**src/rtl/irq_mode_ctrl.sv**
```systemverilog
// irq_mode_ctrl: drives the processor Mode, latches and arbitrates edge interrupts,
// and sequences pipeline flush, vector redirect and return-from-interrupt.
`default_nettype none

module irq_mode_ctrl #(
    parameter int unsigned NUM_IRQ    = 4,
    parameter int unsigned PC_WIDTH   = 16,
    parameter int unsigned VEC_BASE   = 16'h0010,
    parameter int unsigned VEC_STRIDE = 4
) (
    input  logic                clk,
    input  logic                rst_n,
    input  logic [NUM_IRQ-1:0]  irq,
    input  logic [NUM_IRQ-1:0]  irq_mask,
    input  logic                int_en,
    input  logic [PC_WIDTH-1:0] pc_in,
    input  logic                flush_done,
    input  logic                reti,
    output logic [1:0]          Mode,
    output logic                flush_req,
    output logic                redirect_valid,
    output logic [PC_WIDTH-1:0] redirect_pc,
    output logic [NUM_IRQ-1:0]  irq_ack
);

    localparam int unsigned IDX_W = (NUM_IRQ > 1) ? $clog2(NUM_IRQ) : 1;

    typedef enum logic [2:0] {
        S_BOOT    = 3'd0,
        S_USER    = 3'd1,
        S_FLUSH   = 3'd2,
        S_ENTER   = 3'd3,
        S_HANDLER = 3'd4,
        S_RETURN  = 3'd5
    } state_t;

    state_t              state_q, state_d;
    logic [NUM_IRQ-1:0]  irq_prev_q;
    logic [NUM_IRQ-1:0]  pending_q, pending_d;
    logic [NUM_IRQ-1:0]  pend_clr;
    logic [IDX_W-1:0]    idx_q, idx_d;
    logic [PC_WIDTH-1:0] ret_pc_q, ret_pc_d;
    logic                redirect_valid_q, redirect_valid_d;
    logic [PC_WIDTH-1:0] redirect_pc_q, redirect_pc_d;
    logic [NUM_IRQ-1:0]  irq_ack_q, irq_ack_d;

    logic [NUM_IRQ-1:0]  rise;
    logic [NUM_IRQ-1:0]  cand;
    logic [IDX_W-1:0]    win_idx;
    logic [PC_WIDTH-1:0] vec_pc;

    assign rise   = irq & ~irq_prev_q;
    assign cand   = pending_q & irq_mask;
    assign vec_pc = PC_WIDTH'(VEC_BASE + VEC_STRIDE * 32'(idx_q));

    // Descending scan so the lowest set index is the last (winning) assignment.
    always_comb begin
        win_idx = '0;
        for (int i = NUM_IRQ - 1; i >= 0; i--) begin
            if (cand[i]) begin
                win_idx = IDX_W'(i);
            end
        end
    end

    always_comb begin
        state_d          = state_q;
        idx_d            = idx_q;
        ret_pc_d         = ret_pc_q;
        pend_clr         = '0;
        redirect_valid_d = 1'b0;
        redirect_pc_d    = '0;
        irq_ack_d        = '0;

        case (state_q)
            S_BOOT: begin
                state_d = S_USER;
            end
            S_USER: begin
                if (int_en && (cand != '0)) begin
                    state_d = S_FLUSH;
                    idx_d   = win_idx;
                end
            end
            S_FLUSH: begin
                // Redirect and ack are prepared here so they appear registered in ENTER.
                if (flush_done) begin
                    state_d          = S_ENTER;
                    ret_pc_d         = pc_in;
                    redirect_valid_d = 1'b1;
                    redirect_pc_d    = vec_pc;
                    irq_ack_d        = NUM_IRQ'(1) << idx_q;
                end
            end
            S_ENTER: begin
                pend_clr = NUM_IRQ'(1) << idx_q;
                state_d  = S_HANDLER;
            end
            S_HANDLER: begin
                if (reti) begin
                    state_d          = S_RETURN;
                    redirect_valid_d = 1'b1;
                    redirect_pc_d    = ret_pc_q;
                end
            end
            S_RETURN: begin
                state_d = S_USER;
            end
            default: begin
                state_d = S_BOOT;
            end
        endcase

        pending_d = (pending_q & ~pend_clr) | rise;
    end

    always_ff @(posedge clk or negedge rst_n) begin
        if (!rst_n) begin
            state_q          <= S_BOOT;
            irq_prev_q       <= '0;
            pending_q        <= '0;
            idx_q            <= '0;
            ret_pc_q         <= '0;
            redirect_valid_q <= 1'b0;
            redirect_pc_q    <= '0;
            irq_ack_q        <= '0;
        end else begin
            state_q          <= state_d;
            irq_prev_q       <= irq;
            pending_q        <= pending_d;
            idx_q            <= idx_d;
            ret_pc_q         <= ret_pc_d;
            redirect_valid_q <= redirect_valid_d;
            redirect_pc_q    <= redirect_pc_d;
            irq_ack_q        <= irq_ack_d;
        end
    end

    always_comb begin
        case (state_q)
            S_BOOT:           Mode = 2'b00;
            S_USER, S_FLUSH:  Mode = 2'b01;
            default:          Mode = 2'b10;
        endcase
    end

    assign flush_req      = (state_q == S_FLUSH);
    assign redirect_valid = redirect_valid_q;
    assign redirect_pc    = redirect_pc_q;
    assign irq_ack        = irq_ack_q;

endmodule

`default_nettype wire
```
**config.mk**
```make
export PLATFORM = sky130hd
export DESIGN_NAME = irq_mode_ctrl
export DESIGN_NICKNAME = d
export VERILOG_FILES = /design/src/rtl/irq_mode_ctrl.sv
export SDC_FILE = /design/constraint.sdc
export NUM_CORES = 1
export LEC_CHECK = 0
export ABC_CLOCK_PERIOD_IN_PS = 2000
export CAP_MARGIN = 10
export CORE_MARGIN = 3
export CORE_UTILIZATION = 47
export CTS_CLUSTER_SIZE = 10
export DETAILED_ROUTE_END_ITERATION = 8
export PLACE_DENSITY = 0.74
export SLEW_MARGIN = 30
export SYNTH_ARGS = -nofsm -noshare
export SYNTH_HDL_FRONTEND = slang
export SYNTH_SLANG_ARGS = --single-unit
```
**constraint.sdc**
```tcl
create_clock -name clk -period 2 [get_ports clk]
set_input_delay 0.3 -clock clk [delete_from_list [all_inputs] [get_ports clk]]
set_output_delay 0.3 -clock clk [all_outputs]
set_load 0.03 [all_outputs]
```
==> results.toml, run 1 <==
[layout]
num_antenna_cells = 0
drive_gt1_share_pct = 18.4
stdcell_area_um2 = 2600
area.growth.synth_to_final_pct = 35.2
num-nets-final = 229

[place]
placed_cell_area_um2 = 2490
place_congestion = 0.884
portBuffers = 52
hpwl_mm = 2.50

[yosys]
synth_ff_type = "dfrtp_1"
ys_top_cells_by_area = "dfrtp_1 65%, mux2_2 9.4%, and2_1 4.2%"
yosys_warnings = 0
synth.avg_cell_area_um2 = 13.6
synth_edf_count = 0
synth.cell_area_um2 = 1920
yosys.area.top_type_share_pct = 65.1
synth_cell_types = 30
synth_common_cells = "50 x dfrtp_1, 16 x mux2_2, 13 x and2_1"
ys_seq_elements = 50
yosysMostFrequentCell = "dfrtp_1"
synth.yosys.seq_area_share_pct = 65.1
syn_nets = 170
synthCells = 141
async_flop_share_pct = 100
yosysTopAreaCell = "dfrtp_1"

[routing]
wire_per_inst_um = 13.9
vias = 1241
drt_iter0_drc = 60
drt-pass1-iter-count = 4
antenna_left = 0
via_per_inst = 4.98
routed_wl_mm = 3.47
drc = 0

[global_route]
grt_max_degree = 51
antenna_found_initial = 0
gr-total-overflow = 0
grt_use_total_pct = 15.4
grt_pass1_wl_mm = 5.80
grt_pass1_vias = 1190

[cts]
path_clk_slew_ns = 0.08
worst_skew_pair.late_latency_ns = 0.29
cts.htree.levels = 2
cts_root_buf = "clkbuf_8"
post_cts_buffers = 0
clock_sinks = 50
cts_buffer_depth = 2
cts_tree = "done"
cts_buffers = 5

[timing]
min_period_ns = 1.92
final-setup-viol-count = 0
fmax_mhz = 522
setup_tns_ns = 0
skew_ns = 0.00371
rsz0062_at_grt = "false"
worst_pin_slew_ns = 0.587
hold_viol_final = 0
fin_crit_sh_pct = 95.8
max_slew_margin_pct = 60.9
slew_violations = 0

[setup_path]
worstSetupEndpointType = "output pin"
crit_path_start_kind = "flip-flop"
crit_required_ns = 1.70
worstPathMaxFanout = 8
worstPathArrival_ns = 1.62
crit_type = "flip-flop to output pin"

[power_and_ir_drop]
p_leak_nw = 1.20
pwr-share-seq_pct = 48.2
pwr_density_cell_nw_per_um2 = 1170
p_total_mw = 3.05
p_int_mw = 2.13
combPwrFrac_pct = 29.6
ir_drop_mv = 0.730
swShare_pct = 30.0
p_sw_mw = 0.914
clkPwrFrac_pct = 22.1

[job]
max_cap_violations = 0

[floorplanning]
die_w_um = 69.9
pin_count = 53
die-height_um = 69.9
start_util_pct = 50.6
num_rows = 22
die_area_um2 = 4890
core_area_um2 = 3800

[worst_hold_path]
hp-class = "primary input to async pin"

[outcome]
outcome = "finished, final reports clean"
[stage by stage]
step	std cells	setup WS (ns)	hold slack, ns	utilization (%)
final	249	0.0832	0.0835	68.4
after global routing	249	0.00402	0.140	68.4
after CTS	249	0.0345	0.111	68.3
after detailed placement	241	0.210	0.416	65.6
after global placement	241	0.233	0.402	65.6
after floorplan	141	0.532	0.00441	-
[routing by layer]
metal | global-route usage, % | up-vias | wire, um
li1 | - | 592 | -
met3 | 3.88 | 9 | 173
met1 | 20.5 | 599 | 1560
met2 | 23.3 | 41 | 1650
met5 | 0 | - | 0
met4 | 8.30 | 0 | 91
[cells by family (layout without fill, tap and decap cells)]
| group | count (synthesis) | after routing | synth area share (%) |
|---|---|---|---|
| and+or+nand+nor | 41 | 41 | 14.2 |
| DFF | 50 | 50 | 65.1 |
| buffers and inverters | 11 | 71 | 3.58 |
| AOI/OAI and AO/OA | 22 | 22 | 6.97 |
| muxes | 17 | 17 | 10.2 |
[cell usage in the layout (no fill, tap or decap), types with 5 or more instances in the layout]
| master | Yosys | final |
|---|---|---|
| clkdlybuf4s50_1 | 0 | 49 |
| a21oi_1 | 5 | 5 |
| o21ai_0 | 9 | 9 |
| mux2_2 | 16 | 16 |
| inv_1 | 5 | 5 |
| buf_4 | 1 | 6 |
| dfrtp_1 | 50 | 49 |
| clkbuf_8 | 0 | 5 |
| nand2_1 | 9 | 9 |
| and2_1 | 13 | 13 |
[worst max-delay path: stages (launching register included)]
cell and delay [ns]:
dfrtp_1 0.37, buf_4 0.17, a21o_1 0.12, clkdlybuf4s50_1 0.66
[power by group through the flow]
stage / clock [mW] / combinational (mW) / sequential [mW]
after global placement: 0 / 0.897 / 1.47
after CTS: 0.692 / 0.916 / 1.47
after floorplan: 0 / 0.590 / 1.49
final: 0.674 / 0.903 / 1.47
after global routing: 0.737 / 0.985 / 1.51
after detailed placement: 0 / 0.919 / 1.49
[registers in the layout, indices dropped and copies added (netlist names)]
register,count
state_q,3
irq_prev_q,4
idx_q,2
ret_pc_q,16
redirect_pc,16
redirect_valid,1
pending_q,4
irq_ack,4
[repair_timing]
item                       4_1_cts  5_1_grt
hold buffers                     0        0
cloned                           0        0
setup endpoints to repair        2        1
resized for setup                2        1
[worst paths after layout]
kind	from	endpoint	slack [ns]	depth (start not counted)
min in group clk	irq_prev_q[2]	pending_q[2]	0.42	1
setup / recovery	state_q[0]	Mode[1]	0.08	3
hold / removal	rst_n	irq_ack[0]	0.08	2
hold reg to reg	irq_prev_q[2]	pending_q[2]	0.42	1
max in group asynchronous	rst_n	state_q[1]	1.49	2
setup reg to reg	state_q[2]	idx_q[0]	0.48	5
[area by class of cell]
cell class	instances	area (um2)
Fill cell	281	1200
Inverter	5	18.8
Sequential cell	50	1250
Clock buffer	7	76.3
Clock inverter	1	30.0
Timing Repair Buffer	58	558
Tap cell	48	60.1
Multi-Input combinational cell	80	602
(Power assumes the default switching activity.)
==> inputs of run 2 (changes only) <==
CORE_UTILIZATION = 45   (was 47)
PLACE_DENSITY = 0.72   (was 0.74)
==> results.toml, run 2 (synthesis results as in run 1) <==
[outcome]
outcome = "finished, final reports clean"

[routing]
wire_per_inst_um = 13.8
drt-pass1-iter-count = 4
drt_iter0_drc = 95
via_per_inst = 4.88
antenna_left = 0
drc = 0
vias = 1214
routed_wl_mm = 3.45

[global_route]
grt_pass1_vias = 1262
gr-total-overflow = 0
grt_use_total_pct = 15.2
grt_max_degree = 29
antenna_found_initial = 0
grt_pass1_wl_mm = 6.00

[timing]
max_slew_margin_pct = 64.8
hold_viol_final = 0
worst_pin_slew_ns = 0.528
rsz0062_at_grt = "false"
fmax_mhz = 539
skew_ns = 0.00192
min_period_ns = 1.86
setup_tns_ns = 0
fin_crit_sh_pct = 92.8
setup_slack_ns = 0.143
slew_violations = 0
final-setup-viol-count = 0

[power_and_ir_drop]
ir_drop_mv = 0.532
pwr_density_cell_nw_per_um2 = 1130
p_leak_nw = 1.19

[cts]
cts.htree.levels = 2
worst_skew_pair.late_latency_ns = 0.28
path_clk_slew_ns = 0.08
post_cts_buffers = 0
cts_buffer_depth = 2
clock_sinks = 50
cts_tree = "done"
cts_buffers = 5
cts_root_buf = "clkbuf_8"

[layout]
drive_gt1_share_pct = 18.6
num-nets-final = 227
layout.cells.non_filler = 249
final_common_cell = "clkdlybuf4s50_1"
layout_common_cells = "49 x clkdlybuf4s50_1, 47 x dfrtp_1, 16 x mux2_2"
area.growth.synth_to_final_pct = 35.3
num_antenna_cells = 0

[setup_path]
crit_required_ns = 1.70
worstPathArrival_ns = 1.56
crit_path_start_kind = "flip-flop"
max_stage_delay_ns = 0.66
crit_type = "flip-flop to output pin"
cp_cell_sequence = "a21o_1 -> clkdlybuf4s50_1"
slowest_stage = "clkdlybuf4s50_1"
worstPathMaxFanout = 10
worstSetupEndpointType = "output pin"

[job]
max_cap_violations = 0

[place]
pre_cts_ws_ns = 0.186
place_congestion = 0.925
placed_cells = 240
portBuffers = 52
hpwl_mm = 2.58

[floorplanning]
core_area_um2 = 4060
die-height_um = 71.4
num_rows = 23
pin_count = 53
die_area_um2 = 5090
start_util_pct = 47.4
die_w_um = 71.4

[worst_hold_path]
hp-class = "flip-flop to flip-flop"
==> run 2: cell types whose count changed in the layout (fill, tap and decap cells not counted), sizes merged <==
cell,delta
buf,-3
dlygate4sd3,+1
bufinv,-1
clkinv,+1
==> run 2: metal layers <==
metal  global-route usage (%)  routed length (um)
met4                     5.01                  17
met3                     3.79                 154
met2                     25.8                1830
met1                     19.0                1440
met5                        0                   0
==> run 2: power breakdown <==
part	switching, mW	internal (mW)	total (mW)
Combinational	0.395	0.458	0.854
Clock	0.288	0.279	0.566
Sequential	0.216	1.29	1.51
Total	0.898	2.03	2.93
==> run 2: worst paths after layout <==
kind / startpoint / to / slack (ns) / cells past startpoint
min: irq_prev_q[3] / pending_q[3] / 0.43 / 1
max reg2reg: state_q[0] / ret_pc_q[8] / 0.51 / 4
min in group asynchronous: rst_n / ret_pc_q[9] / 0.52 / 2
max in group asynchronous: rst_n / state_q[2] / 0.94 / 3
min reg2reg: irq_prev_q[3] / pending_q[3] / 0.43 / 1
max: state_q[2] / Mode[1] / 0.14 / 2
==> run 2: critical path: cells and delay by family, from the launching register on <==
kind | cells | cell delay (ns)
flops | 1 | 0.50
compound gates | 1 | 0.11
buf+inv | 1 | 0.66
==> run 2: repair_timing <==
action	in CTS	in global routing
hold endpoints to repair	22	0
gates resized for setup	2	3
setup endpoints to repair	2	1
hold buffers	1	0
==> run 2: final cells by class <==
class	instances	area, um2
Timing Repair Buffer	56	571
Sequential cell	50	1250
Fill cell	304	1460
Multi-Input combinational cell	80	602
Clock buffer	7	86.3
Clock inverter	1	5.00
Inverter	5	18.8
Tap cell	50	62.6
==> run 2: through the flow <==
stage	area, um2	utilization, %	power, mW	hold WS, ns
finish	2600	64.1	2.93	0.426
global route	2600	64.1	3.12	0.444
CTS	2600	64.0	2.96	0.428
detailed placement	2500	61.5	2.40	0.313
global placement	2500	61.5	2.34	0.288
floorplan	1920	-	2.08	0.00441
